$ cat src/rtl/adc_align_pkg.sv
// Shared definitions for the ADC lane word-alignment controller:
// FSM state encodings and the counter-width helper.
package adc_align_pkg;

    localparam logic [2:0] STATE_IDLE       = 3'd0;
    localparam logic [2:0] STATE_RST_SERDES = 3'd1;
    localparam logic [2:0] STATE_SETTLE     = 3'd2;
    localparam logic [2:0] STATE_CHECK      = 3'd3;
    localparam logic [2:0] STATE_SLIP       = 3'd4;
    localparam logic [2:0] STATE_LOCKED     = 3'd5;
    localparam logic [2:0] STATE_FAIL       = 3'd6;

    typedef enum logic [2:0] {
        ST_IDLE       = STATE_IDLE,
        ST_RST_SERDES = STATE_RST_SERDES,
        ST_SETTLE     = STATE_SETTLE,
        ST_CHECK      = STATE_CHECK,
        ST_SLIP       = STATE_SLIP,
        ST_LOCKED     = STATE_LOCKED,
        ST_FAIL       = STATE_FAIL
    } align_state_e;

    // Width of a counter that must be able to hold 'value' (never below 1 bit).
    function automatic int clog2_sat(input int value);
        if (value < 1) begin
            return 1;
        end else begin
            return $clog2(value + 1);
        end
    endfunction

endpackage

$ cat src/rtl/adc_word_shifter.sv
// Fabric barrel shifter for the ADC lane: keeps the previous deserialized
// word, selects an SR-bit window out of {q_prev, q_in} at slip_offset and
// registers the result as data_out. Offset 0 selects q_prev unchanged.
module adc_word_shifter
    import adc_align_pkg::*;
#(
    parameter int SR = 8,
    localparam int CW = $clog2(SR)
) (
    input  logic          clk_div,
    input  logic          rst_n,
    input  logic [SR-1:0] q_in,
    input  logic          q_valid,
    input  logic [CW-1:0] slip_offset,
    input  logic          locked,
    output logic [SR-1:0] aligned,
    output logic [SR-1:0] data_out,
    output logic          data_valid
);

    logic [SR-1:0]   q_prev_q;
    logic [SR-1:0]   q_prev_d;
    logic [SR-1:0]   data_out_q;
    logic [SR-1:0]   data_out_d;
    logic            data_valid_q;
    logic            data_valid_d;
    logic [2*SR-1:0] win_s;
    logic [2*SR-1:0] shifted_s;

    // Window select: shifting left by the offset moves the wanted slice to the top half.
    always_comb begin
        win_s     = {q_prev_q, q_in};
        shifted_s = win_s << slip_offset;
        aligned   = shifted_s[2*SR-1 -: SR];
    end

    // Next-state for the datapath: everything advances only on valid words.
    always_comb begin
        q_prev_d     = q_prev_q;
        data_out_d   = data_out_q;
        data_valid_d = q_valid & locked;
        if (q_valid) begin
            q_prev_d   = q_in;
            data_out_d = aligned;
        end else begin
            q_prev_d   = q_prev_q;
            data_out_d = data_out_q;
        end
    end

    // Datapath registers.
    always_ff @(posedge clk_div or negedge rst_n) begin
        if (!rst_n) begin
            q_prev_q     <= {SR{1'b0}};
            data_out_q   <= {SR{1'b0}};
            data_valid_q <= 1'b0;
        end else begin
            q_prev_q     <= q_prev_d;
            data_out_q   <= data_out_d;
            data_valid_q <= data_valid_d;
        end
    end

    assign data_out   = data_out_q;
    assign data_valid = data_valid_q;

endmodule

$ cat src/rtl/adc_lane_align_ctrl.sv
// Word-alignment controller for one ADC LVDS lane behind a 1:SERDES_RATIO
// deserializer without bitslip. Resets the deserializer, lets it settle,
// then sweeps the fabric shift offset until the training pattern is seen on
// MATCH_COUNT consecutive valid words.
// Optional build macro ADC_ALIGN_MONITOR_EN: adds a train_mode input and a
// post-lock monitor that drops lock and realigns after MISMATCH_LIMIT
// consecutive bad training words.
module adc_lane_align_ctrl
    import adc_align_pkg::*;
#(
    parameter int SERDES_RATIO   = 8,
    parameter int MATCH_COUNT    = 16,
    parameter int RST_CYCLES     = 8,
    parameter int SETTLE_CYCLES  = 32,
    parameter int MAX_SWEEPS     = 2,
    parameter int MISMATCH_LIMIT = 4,
    localparam int CW = $clog2(SERDES_RATIO)
) (
    input  logic                    clk_div,
    input  logic                    rst_n,
    input  logic                    start,
    input  logic [SERDES_RATIO-1:0] train_pattern,
    input  logic [SERDES_RATIO-1:0] q_in,
    input  logic                    q_valid,
`ifdef ADC_ALIGN_MONITOR_EN
    input  logic                    train_mode,
`endif
    output logic                    serdes_rst,
    output logic [SERDES_RATIO-1:0] data_out,
    output logic                    data_valid,
    output logic [CW-1:0]           slip_offset,
    output logic                    busy,
    output logic                    locked,
    output logic                    align_fail
);

    localparam int TMR_MAX = (RST_CYCLES > SETTLE_CYCLES) ? RST_CYCLES : SETTLE_CYCLES;
    localparam int TMR_W   = clog2_sat(TMR_MAX);
    localparam int MATCH_W = clog2_sat(MATCH_COUNT);
    localparam int SWP_W   = clog2_sat(MAX_SWEEPS);
    localparam int MIS_W   = clog2_sat(MISMATCH_LIMIT);

    localparam logic [TMR_W-1:0]   RST_LAST    = TMR_W'(RST_CYCLES - 1);
    localparam logic [TMR_W-1:0]   SETTLE_LAST = TMR_W'(SETTLE_CYCLES - 1);
    localparam logic [MATCH_W-1:0] MATCH_LAST  = MATCH_W'(MATCH_COUNT - 1);
    localparam logic [SWP_W-1:0]   SWEEP_LAST  = SWP_W'(MAX_SWEEPS - 1);
    localparam logic [MIS_W-1:0]   MIS_LAST    = MIS_W'(MISMATCH_LIMIT - 1);
    localparam logic [CW-1:0]      OFF_LAST    = CW'(SERDES_RATIO - 1);

    align_state_e              state_q, state_d;
    logic [CW-1:0]             offset_q, offset_d;
    logic [SWP_W-1:0]          sweep_cnt_q, sweep_cnt_d;
    logic [TMR_W-1:0]          tmr_q, tmr_d;
    logic [MATCH_W-1:0]        match_cnt_q, match_cnt_d;
    logic [MIS_W-1:0]          mis_cnt_q, mis_cnt_d;
    logic                      serdes_rst_q, serdes_rst_d;
    logic                      busy_q, busy_d;
    logic                      locked_q, locked_d;
    logic                      align_fail_q, align_fail_d;
    logic                      enter_rst_s;
    logic                      train_mode_s;
    logic                      word_ok_s;
    logic [SERDES_RATIO-1:0]   aligned_s;

`ifdef ADC_ALIGN_MONITOR_EN
    assign train_mode_s = train_mode;
`else
    // Without the monitor the lock is sticky: the monitor path never sees training mode.
    assign train_mode_s = 1'b0;
`endif

    assign word_ok_s = (aligned_s == train_pattern);

    adc_word_shifter #(
        .SR (SERDES_RATIO)
    ) u_shifter (
        .clk_div     (clk_div),
        .rst_n       (rst_n),
        .q_in        (q_in),
        .q_valid     (q_valid),
        .slip_offset (offset_q),
        .locked      (locked_q),
        .aligned     (aligned_s),
        .data_out    (data_out),
        .data_valid  (data_valid)
    );

    // Next-state, counter and registered-output logic of the alignment FSM.
    always_comb begin
        state_d     = state_q;
        offset_d    = offset_q;
        sweep_cnt_d = sweep_cnt_q;
        tmr_d       = tmr_q;
        match_cnt_d = match_cnt_q;
        mis_cnt_d   = mis_cnt_q;
        enter_rst_s = 1'b0;

        case (state_q)
            ST_IDLE: begin
                if (start) begin
                    enter_rst_s = 1'b1;
                end else begin
                    state_d = ST_IDLE;
                end
            end
            ST_RST_SERDES: begin
                if (tmr_q == RST_LAST) begin
                    state_d = ST_SETTLE;
                    tmr_d   = {TMR_W{1'b0}};
                end else begin
                    tmr_d   = tmr_q + 1'b1;
                end
            end
            ST_SETTLE: begin
                if (tmr_q == SETTLE_LAST) begin
                    state_d     = ST_CHECK;
                    tmr_d       = {TMR_W{1'b0}};
                    match_cnt_d = {MATCH_W{1'b0}};
                end else begin
                    tmr_d       = tmr_q + 1'b1;
                end
            end
            ST_CHECK: begin
                // Idle cycles (q_valid=0) leave the match run untouched.
                if (q_valid) begin
                    if (word_ok_s) begin
                        if (match_cnt_q == MATCH_LAST) begin
                            state_d   = ST_LOCKED;
                            mis_cnt_d = {MIS_W{1'b0}};
                        end else begin
                            match_cnt_d = match_cnt_q + 1'b1;
                        end
                    end else begin
                        state_d = ST_SLIP;
                    end
                end else begin
                    state_d = ST_CHECK;
                end
            end
            ST_SLIP: begin
                offset_d = offset_q + 1'b1;
                tmr_d    = {TMR_W{1'b0}};
                if (offset_q == OFF_LAST) begin
                    // Wrapping back to offset 0 completes one full sweep.
                    if (sweep_cnt_q == SWEEP_LAST) begin
                        state_d     = ST_FAIL;
                        offset_d    = {CW{1'b0}};
                        sweep_cnt_d = sweep_cnt_q + 1'b1;
                    end else begin
                        state_d     = ST_SETTLE;
                        sweep_cnt_d = sweep_cnt_q + 1'b1;
                    end
                end else begin
                    state_d = ST_SETTLE;
                end
            end
            ST_LOCKED: begin
                if (start) begin
                    enter_rst_s = 1'b1;
                end else if (q_valid && train_mode_s) begin
                    if (word_ok_s) begin
                        mis_cnt_d = {MIS_W{1'b0}};
                    end else if (mis_cnt_q == MIS_LAST) begin
                        enter_rst_s = 1'b1;
                    end else begin
                        mis_cnt_d = mis_cnt_q + 1'b1;
                    end
                end else begin
                    state_d = ST_LOCKED;
                end
            end
            ST_FAIL: begin
                offset_d = {CW{1'b0}};
                if (start) begin
                    enter_rst_s = 1'b1;
                end else begin
                    state_d = ST_FAIL;
                end
            end
            default: begin
                state_d = ST_IDLE;
            end
        endcase

        // Every (re)alignment starts from a clean offset and sweep history.
        if (enter_rst_s) begin
            state_d     = ST_RST_SERDES;
            offset_d    = {CW{1'b0}};
            sweep_cnt_d = {SWP_W{1'b0}};
            tmr_d       = {TMR_W{1'b0}};
            match_cnt_d = {MATCH_W{1'b0}};
            mis_cnt_d   = {MIS_W{1'b0}};
        end else begin
            state_d = state_d;
        end

        // Outputs are registered copies of the next state so they change with the state.
        serdes_rst_d = (state_d == ST_RST_SERDES);
        busy_d       = (state_d == ST_RST_SERDES) || (state_d == ST_SETTLE) ||
                       (state_d == ST_CHECK)      || (state_d == ST_SLIP);
        locked_d     = (state_d == ST_LOCKED);
        align_fail_d = (state_d == ST_FAIL);
    end

    // FSM state, counters and output registers; reset drops serdes_rst at once.
    always_ff @(posedge clk_div or negedge rst_n) begin
        if (!rst_n) begin
            state_q      <= ST_IDLE;
            offset_q     <= {CW{1'b0}};
            sweep_cnt_q  <= {SWP_W{1'b0}};
            tmr_q        <= {TMR_W{1'b0}};
            match_cnt_q  <= {MATCH_W{1'b0}};
            mis_cnt_q    <= {MIS_W{1'b0}};
            serdes_rst_q <= 1'b0;
            busy_q       <= 1'b0;
            locked_q     <= 1'b0;
            align_fail_q <= 1'b0;
        end else begin
            state_q      <= state_d;
            offset_q     <= offset_d;
            sweep_cnt_q  <= sweep_cnt_d;
            tmr_q        <= tmr_d;
            match_cnt_q  <= match_cnt_d;
            mis_cnt_q    <= mis_cnt_d;
            serdes_rst_q <= serdes_rst_d;
            busy_q       <= busy_d;
            locked_q     <= locked_d;
            align_fail_q <= align_fail_d;
        end
    end

    assign serdes_rst  = serdes_rst_q;
    assign slip_offset = offset_q;
    assign busy        = busy_q;
    assign locked      = locked_q;
    assign align_fail  = align_fail_q;

endmodule

$ cat config.mk
export PLATFORM = sky130hd
export DESIGN_NAME = adc_lane_align_ctrl
export DESIGN_NICKNAME = d
export VERILOG_FILES = /design/src/rtl/adc_align_pkg.sv /design/src/rtl/adc_word_shifter.sv /design/src/rtl/adc_lane_align_ctrl.sv
export SDC_FILE = /design/constraint.sdc
export NUM_CORES = 1
export LEC_CHECK = 0
export BUFFER_PORTS_ARGS = -buffer_cell sky130_fd_sc_hd__buf_2
export CORE_MARGIN = 5
export CORE_UTILIZATION = 59
export CTS_CLUSTER_SIZE = 25
export DETAILED_ROUTE_END_ITERATION = 8
export PLACE_DENSITY = 0.82
export SLEW_MARGIN = 20
export SYNTH_ARGS = -nofsm -noshare
export SYNTH_HDL_FRONTEND = slang
export SYNTH_SLANG_ARGS = --single-unit
$ cat constraint.sdc
create_clock -name clk_div -period 5.3 [get_ports clk_div]
set_input_delay 0.795 -clock clk_div [delete_from_list [all_inputs] [get_ports clk_div]]
set_output_delay 0.795 -clock clk_div [all_outputs]
set_load 0.1 [all_outputs]
Word-level counts from Yosys, hierarchy flattened
Index checks and enable logic that the tools add are counted.
- bits in registers: 40
- bits in latches: 0
- RAM bits: 0
- bits in read-only memories: 0
- input bits: 20
- memories kept: 0
- $add $sub $neg: 4
- $mul: 0
- div/mod/pow operators: 0
- order comparisons: 0
- equality and inequality tests: 22
- shift operators: 1
- multiplexer cells: 31
- bitwise operators: 1
- reduce and logical (&&, ||, !) cells: 12
- operators with widths (kind ; count):
    $mux 3 ; 14
    $mux 5 ; 5
    $eq 3x3->1 const B ; 7
    $pmux 3 s7 ; 1
    $mux 6 ; 3
    $pmux 6 s3 ; 1
    $shl 16x3->16 ; 1
    $eq 3x2->1 const B ; 4
    $ne 3x3->1 const B ; 4
    $pmux 5 s2 ; 1
    $eq 8x8->1 ; 1
    $add 6x1->6 const B ; 1
    $eq 3x1->1 const B ; 2
    $eq 6x3->1 const B ; 1
    $eq 6x5->1 const B ; 1
    $mux 2 ; 3
    $pmux 3 s2 ; 1
    $reduce_bool 3->1 ; 2
    $add 5x1->5 const B ; 1
    $eq 5x4->1 const B ; 1
    $reduce_and 5->1 ; 1
    $reduce_bool 2->1 ; 2
    $reduce_bool 4->1 ; 1
    $add 3x1->3 const B ; 1
    8 further kinds ; 11

Depth between registers and ports, before layout
- word-level depth: 10
- mapped depth: 8
- gate-level depth less buffers: 8

Modules after synthesis
Synthesis repeated with hierarchy kept, for this count alone.
- cell total of the unflattened synthesis: 278
- area total of the unflattened synthesis: 2653.8 µm²
- by module, submodules not included (module ; times used ; cells each ; area each (µm²) ; sequential area each (µm²)):
    adc_lane_align_ctrl ; 1 ; 185 ; 1602.8 ; 575.6
    adc_word_shifter ; 1 ; 93 ; 1051.0 ; 425.4

Worst setup path after synthesis
OpenSTA, ideal clock, no wires.
- path kind: register to register
- start point: reg offset_q[2], in the netlist slip_offset[2]
- end point: reg match_cnt_q[2]
- setup time: 0.126 ns
- data arrival time: 2.990 ns
- required time: 5.174 ns
- slack: 2.184 ns
- cell stages (with the launch flop): 9
- path through: dfrtp_1 buf_2 mux4_2 mux2i_1 xor2_1 nand4_2 nor3_2 o32ai_1 a221o_1
- word-level cells in the longest chain between the ends: 4
- ends and longest elaborated chain (what ; RTL line ; source):
    from (decl) ; adc_lane_align_ctrl.sv:51 ; logic [CW-1:0] offset_q, offset_d;
    from (signal assigned) ; adc_lane_align_ctrl.sv:209 ; offset_q <= {CW{1'b0}};
    from (signal assigned) ; adc_lane_align_ctrl.sv:220 ; offset_q <= offset_d;
    $shl 16x3->16 ; adc_word_shifter.sv:33 ; shifted_s = win_s << slip_offset;
    $eq 8x8->1 ; adc_lane_align_ctrl.sv:72 ; assign word_ok_s = (aligned_s == train_pattern);
    $ne 3x3->1 (no line) ; n/a ;
    $reduce_and 5->1 (no line) ; n/a ;
    to (signal assigned) ; adc_lane_align_ctrl.sv:212 ; match_cnt_q <= {MATCH_W{1'b0}};
    to (signal assigned) ; adc_lane_align_ctrl.sv:223 ; match_cnt_q <= match_cnt_d;
    to (decl) ; adc_lane_align_ctrl.sv:54 ; logic [MATCH_W-1:0] match_cnt_q, match_cnt_d;
Every way passes these cells.
A chain may end at the register's enable or synchronous reset.

Worst setup path after layout
- start point: reg offset_q[0], in the netlist slip_offset[0]
- end point: reg match_cnt_q[2]
The elaborated chain is that of the path after synthesis.

==> flow_summary.ini <==
[worst_setup_path]
critical_path_required_ns = 5.49
r2r_end = match_cnt_q[2]
worstSetupPathType = reg2reg
critPathCaptureType = flip-flop
critPathLaunchType = flip-flop
worst-r2r-cell-count = 7
timing.critical_path.arrival_ns = 3.18
worstPathMaxFanout = 14
timing.rr.start = slip_offset[0]
r2r_setup_slack_ns = 2.31

[routing]
dr_total_vias = 1938
average_wire_per_cell_in_the_routed_design_microns = 16.54
wl_microns = 5177
dr.pass1.iters = 4
drt_iter0_markers = 112
drtAntennaViolNets = 0
number_of_design_rule_violations_left_after_detail_routing = 0
vias_per_cell = 6.192

[synth]
count_of_flip_flops_with_a_built_in_enable_after_synthesis = 0
synthMuxAreaShare = 0.1734
synth_xor_area_frac = 0.04297
synth_compound_area_frac = 0.1478
ffs_w_async_s_r_synth = 1.000
seq_area_frac_synth = 0.4092
postSynth.topFlopCell = sky130_fd_sc_hd__dfrtp_1
ys_ff_latch = 40
ys_warn_count = 0
dominant_combinational_cell_family_by_area_after_synthesis = multiplexers
post_synth_num_cell_types = 47
synth.cell_area_sq_um = 2446
synthAdderAreaFrac = 0.03069
netlist_instances = 234
syn_nets = 260
post_synth.cell_area_avg_sq_um = 10.45
synthSimpleGateAreaFrac = 0.1535

[timing]
max-slew-margin-rel = 0.4266
tns_ns = 0
timing.clock.skew_ns = 0.004983
whs_ns = 0.5120
post-route-min-period_ns = 2.992
report.final.slew_viol_count = 0
rsz0062_at_grt = no
setup_viol = 0
fmax_mhz = 334.2
timing_worst_slew_pin_value_ns = 0.8600
layout_worst_path_cycle_share = 0.5645
report.final.hold_viol_count = 0

[cells_and_area]
areaGrowthSynthToFinish_pct = 12.33
antennaDiodeCount = 0
seqCellArea_sq_um = 1001
multi_input_gate_area_in_the_final_layout_sq_um = 1341
final_nets = 288
drive_above_1_share = 0.2548
final_util = 0.6869
final.fill_count = 297
non_filler_cell_area_final_sq_um = 2748

[cts]
cts.reportedPaths.clkPinSlew_ns = 0.07
tritoncts = yes
insertion_delay_ns = 0.30
clock_tree.buffer_depth = 2
post_cts_hold_buffer_count = 0
postCtsResizedCells = 0
clockRootBuffer = sky130_fd_sc_hd__clkbuf_8
tritoncts.num_buffers = 5
postCtsSetupRepairBufs = 0
cts.sinks = 40
cts.htree.levels = 2

[run_status]
run_status = finished clean

[worst_hold_path]
hold_path_end = u_shifter.q_prev_q[7]
worst_hold_startpoint = u_shifter.q_prev_q[7]
whs_path_depth = 1
worst_hold_path_type = reg2reg

[power_and_ir_drop]
logic_pwr_share = 0.504
vdd_drop_max_uv = 295.7
power.leakage_nw = 1.214
switching_share = 0.5013
power_density_nw_per_um2 = 571.5
power_frac_seq = 0.321
p_switching_mw = 0.7872
internal_power_mw = 0.7832
p_clk_frac = 0.175

[die]
core_area_sq_um = 4000
die_height_microns = 74.39
placementRows = 23
dieWidth_microns = 74.39
io_pins = 36
total_die_area_sq_um = 5534
floorplan.initialDensity = 0.6115

[placed_design]
gp_congestion = 0.8487
place.port_buffers = 35
placement.cell_area_sq_um = 2621
dp_hpwl_microns = 3643

[grt]
via_count_of_the_first_global_routing_pass = 1897
grt_start_max_net_pins = 41
wire_length_of_the_first_global_routing_pass_microns = 8942
combined_global_route_utilization_of_all_metal_layers = 0.2128
grt_overflow_total = 0
initial_antenna_violation_count = 0

[flow_run]
drv_cap = 0
[registers in the layout, summed over array words and instances (netlist names), 2 cells and up]
signal,flops
u_shifter.data_out,8
match_cnt_q,5
tmr_q,6
sweep_cnt_q,2
state_q,3
u_shifter.q_prev_q,8
slip_offset,3
[power groups by stage]
stage / Sequential, mW / Combinational, mW / Clock, mW
floorplan: 0.691 / 0.463 / 0
global placement: 0.502 / 0.774 / 0
detailed placement: 0.506 / 0.786 / 0
CTS: 0.502 / 0.794 / 0.279
global route: 0.523 / 0.859 / 0.290
finish: 0.504 / 0.792 / 0.275
[worst max path at each step]
stage	startpoint	endpoint	slack [ns]
after floorplan	slip_offset[2]	match_cnt_q[2]	2.18
after global placement	q_in[7]	match_cnt_q[2]	2.38
after detailed placement	q_in[6]	match_cnt_q[2]	2.33
after CTS	slip_offset[0]	match_cnt_q[2]	2.30
after global routing	slip_offset[0]	match_cnt_q[0]	2.03
final	slip_offset[0]	match_cnt_q[2]	2.31
[metal layers]
layer,track usage,up-vias,wire length (microns)
met5,0,-,0
met4,0.1028,0,96
met3,0.05270,11,348
met2,0.3298,61,2536
met1,0.2803,952,2195
li1,-,914,-
[worst max-delay path, stage by stage, from the launching register on]
cell and delay [ns]:
sky130_fd_sc_hd__dfrtp_1 0.74, sky130_fd_sc_hd__mux4_1 0.68, sky130_fd_sc_hd__mux2i_1 0.26, sky130_fd_sc_hd__xor2_1 0.21
sky130_fd_sc_hd__nand4_2 0.21, sky130_fd_sc_hd__nor3_2 0.20, sky130_fd_sc_hd__o32ai_1 0.18, sky130_fd_sc_hd__a221o_1 0.41
[logic make-up (layout without fill, tap and decap cells)]
logic type / count (synthesis) / after routing
AOI/OAI and AO/OA: 52 / 52
and+or+nand+nor: 71 / 71
DFF: 40 / 40
buffers and inverters: 25 / 54
xor gates and xnor gates: 12 / 12
adders and majority gates: 6 / 6
muxes: 28 / 28
[cells in the final DEF (no fill, tap or decap), types with 3 or more instances in the layout]
master / Yosys / routed
sky130_fd_sc_hd__dfrtp_1: 40 / 40
sky130_fd_sc_hd__buf_2: 2 / 35
sky130_fd_sc_hd__nor2_1: 24 / 24
sky130_fd_sc_hd__a21oi_1: 16 / 16
sky130_fd_sc_hd__nand2_1: 15 / 15
sky130_fd_sc_hd__inv_1: 11 / 11
sky130_fd_sc_hd__mux2i_1: 9 / 9
sky130_fd_sc_hd__mux2_2: 9 / 9
sky130_fd_sc_hd__mux4_2: 8 / 8
sky130_fd_sc_hd__xor2_1: 8 / 8
sky130_fd_sc_hd__nor3_1: 7 / 7
sky130_fd_sc_hd__clkbuf_8: 0 / 7
sky130_fd_sc_hd__nand3_1: 6 / 6
sky130_fd_sc_hd__o21ai_0: 6 / 6
sky130_fd_sc_hd__ha_1: 6 / 6
sky130_fd_sc_hd__xnor2_1: 4 / 4
sky130_fd_sc_hd__a22o_1: 4 / 4
sky130_fd_sc_hd__nor2b_1: 3 / 3
sky130_fd_sc_hd__a211oi_1: 3 / 3
sky130_fd_sc_hd__o21bai_1: 3 / 3
[area by class of cell]
type | instances | share of cell area
clock buffer | 7 | 0.03506
timing repair buffer | 35 | 0.06375
sequential | 40 | 0.3643
clock inverter | 1 | 0.01093
tap | 50 | 0.02277
inverter | 11 | 0.01503
multi-input combinational | 169 | 0.4882
[through the flow]
step | total power, mW | std cells | setup slack [ns]
floorplan | 1.154 | 234 | 2.184
global route | 1.672 | 313 | 2.033
finish | 1.570 | 313 | 2.308
detailed placement | 1.292 | 305 | 2.330
CTS | 1.575 | 313 | 2.304
global placement | 1.276 | 305 | 2.384
[Yosys cell counts, types with 3 or more instances]
| master | n | area, sq um |
|---|---|---|
| sky130_fd_sc_hd__nand2_1 | 15 | 56.30 |
| sky130_fd_sc_hd__ha_1 | 6 | 75.07 |
| sky130_fd_sc_hd__nor3_1 | 7 | 35.03 |
| sky130_fd_sc_hd__xor2_1 | 8 | 70.07 |
| sky130_fd_sc_hd__nand3_1 | 6 | 30.03 |
| sky130_fd_sc_hd__clkbuf_1 | 9 | 33.78 |
| sky130_fd_sc_hd__dfrtp_1 | 40 | 1001 |
| sky130_fd_sc_hd__a211oi_1 | 3 | 22.52 |
| sky130_fd_sc_hd__a21oi_1 | 16 | 80.08 |
| sky130_fd_sc_hd__xnor2_1 | 4 | 35.03 |
| sky130_fd_sc_hd__o21ai_0 | 6 | 30.03 |
| sky130_fd_sc_hd__mux2_2 | 9 | 101.4 |
| sky130_fd_sc_hd__o21bai_1 | 3 | 22.52 |
| sky130_fd_sc_hd__mux2i_1 | 9 | 90.09 |
| sky130_fd_sc_hd__nor2b_1 | 3 | 18.77 |
| sky130_fd_sc_hd__inv_1 | 11 | 41.29 |
| sky130_fd_sc_hd__nor2_1 | 24 | 90.09 |
| sky130_fd_sc_hd__mux4_2 | 8 | 180.2 |
| sky130_fd_sc_hd__a22o_1 | 4 | 35.03 |
No activity file was read; power rests on OpenSTA's default activity.
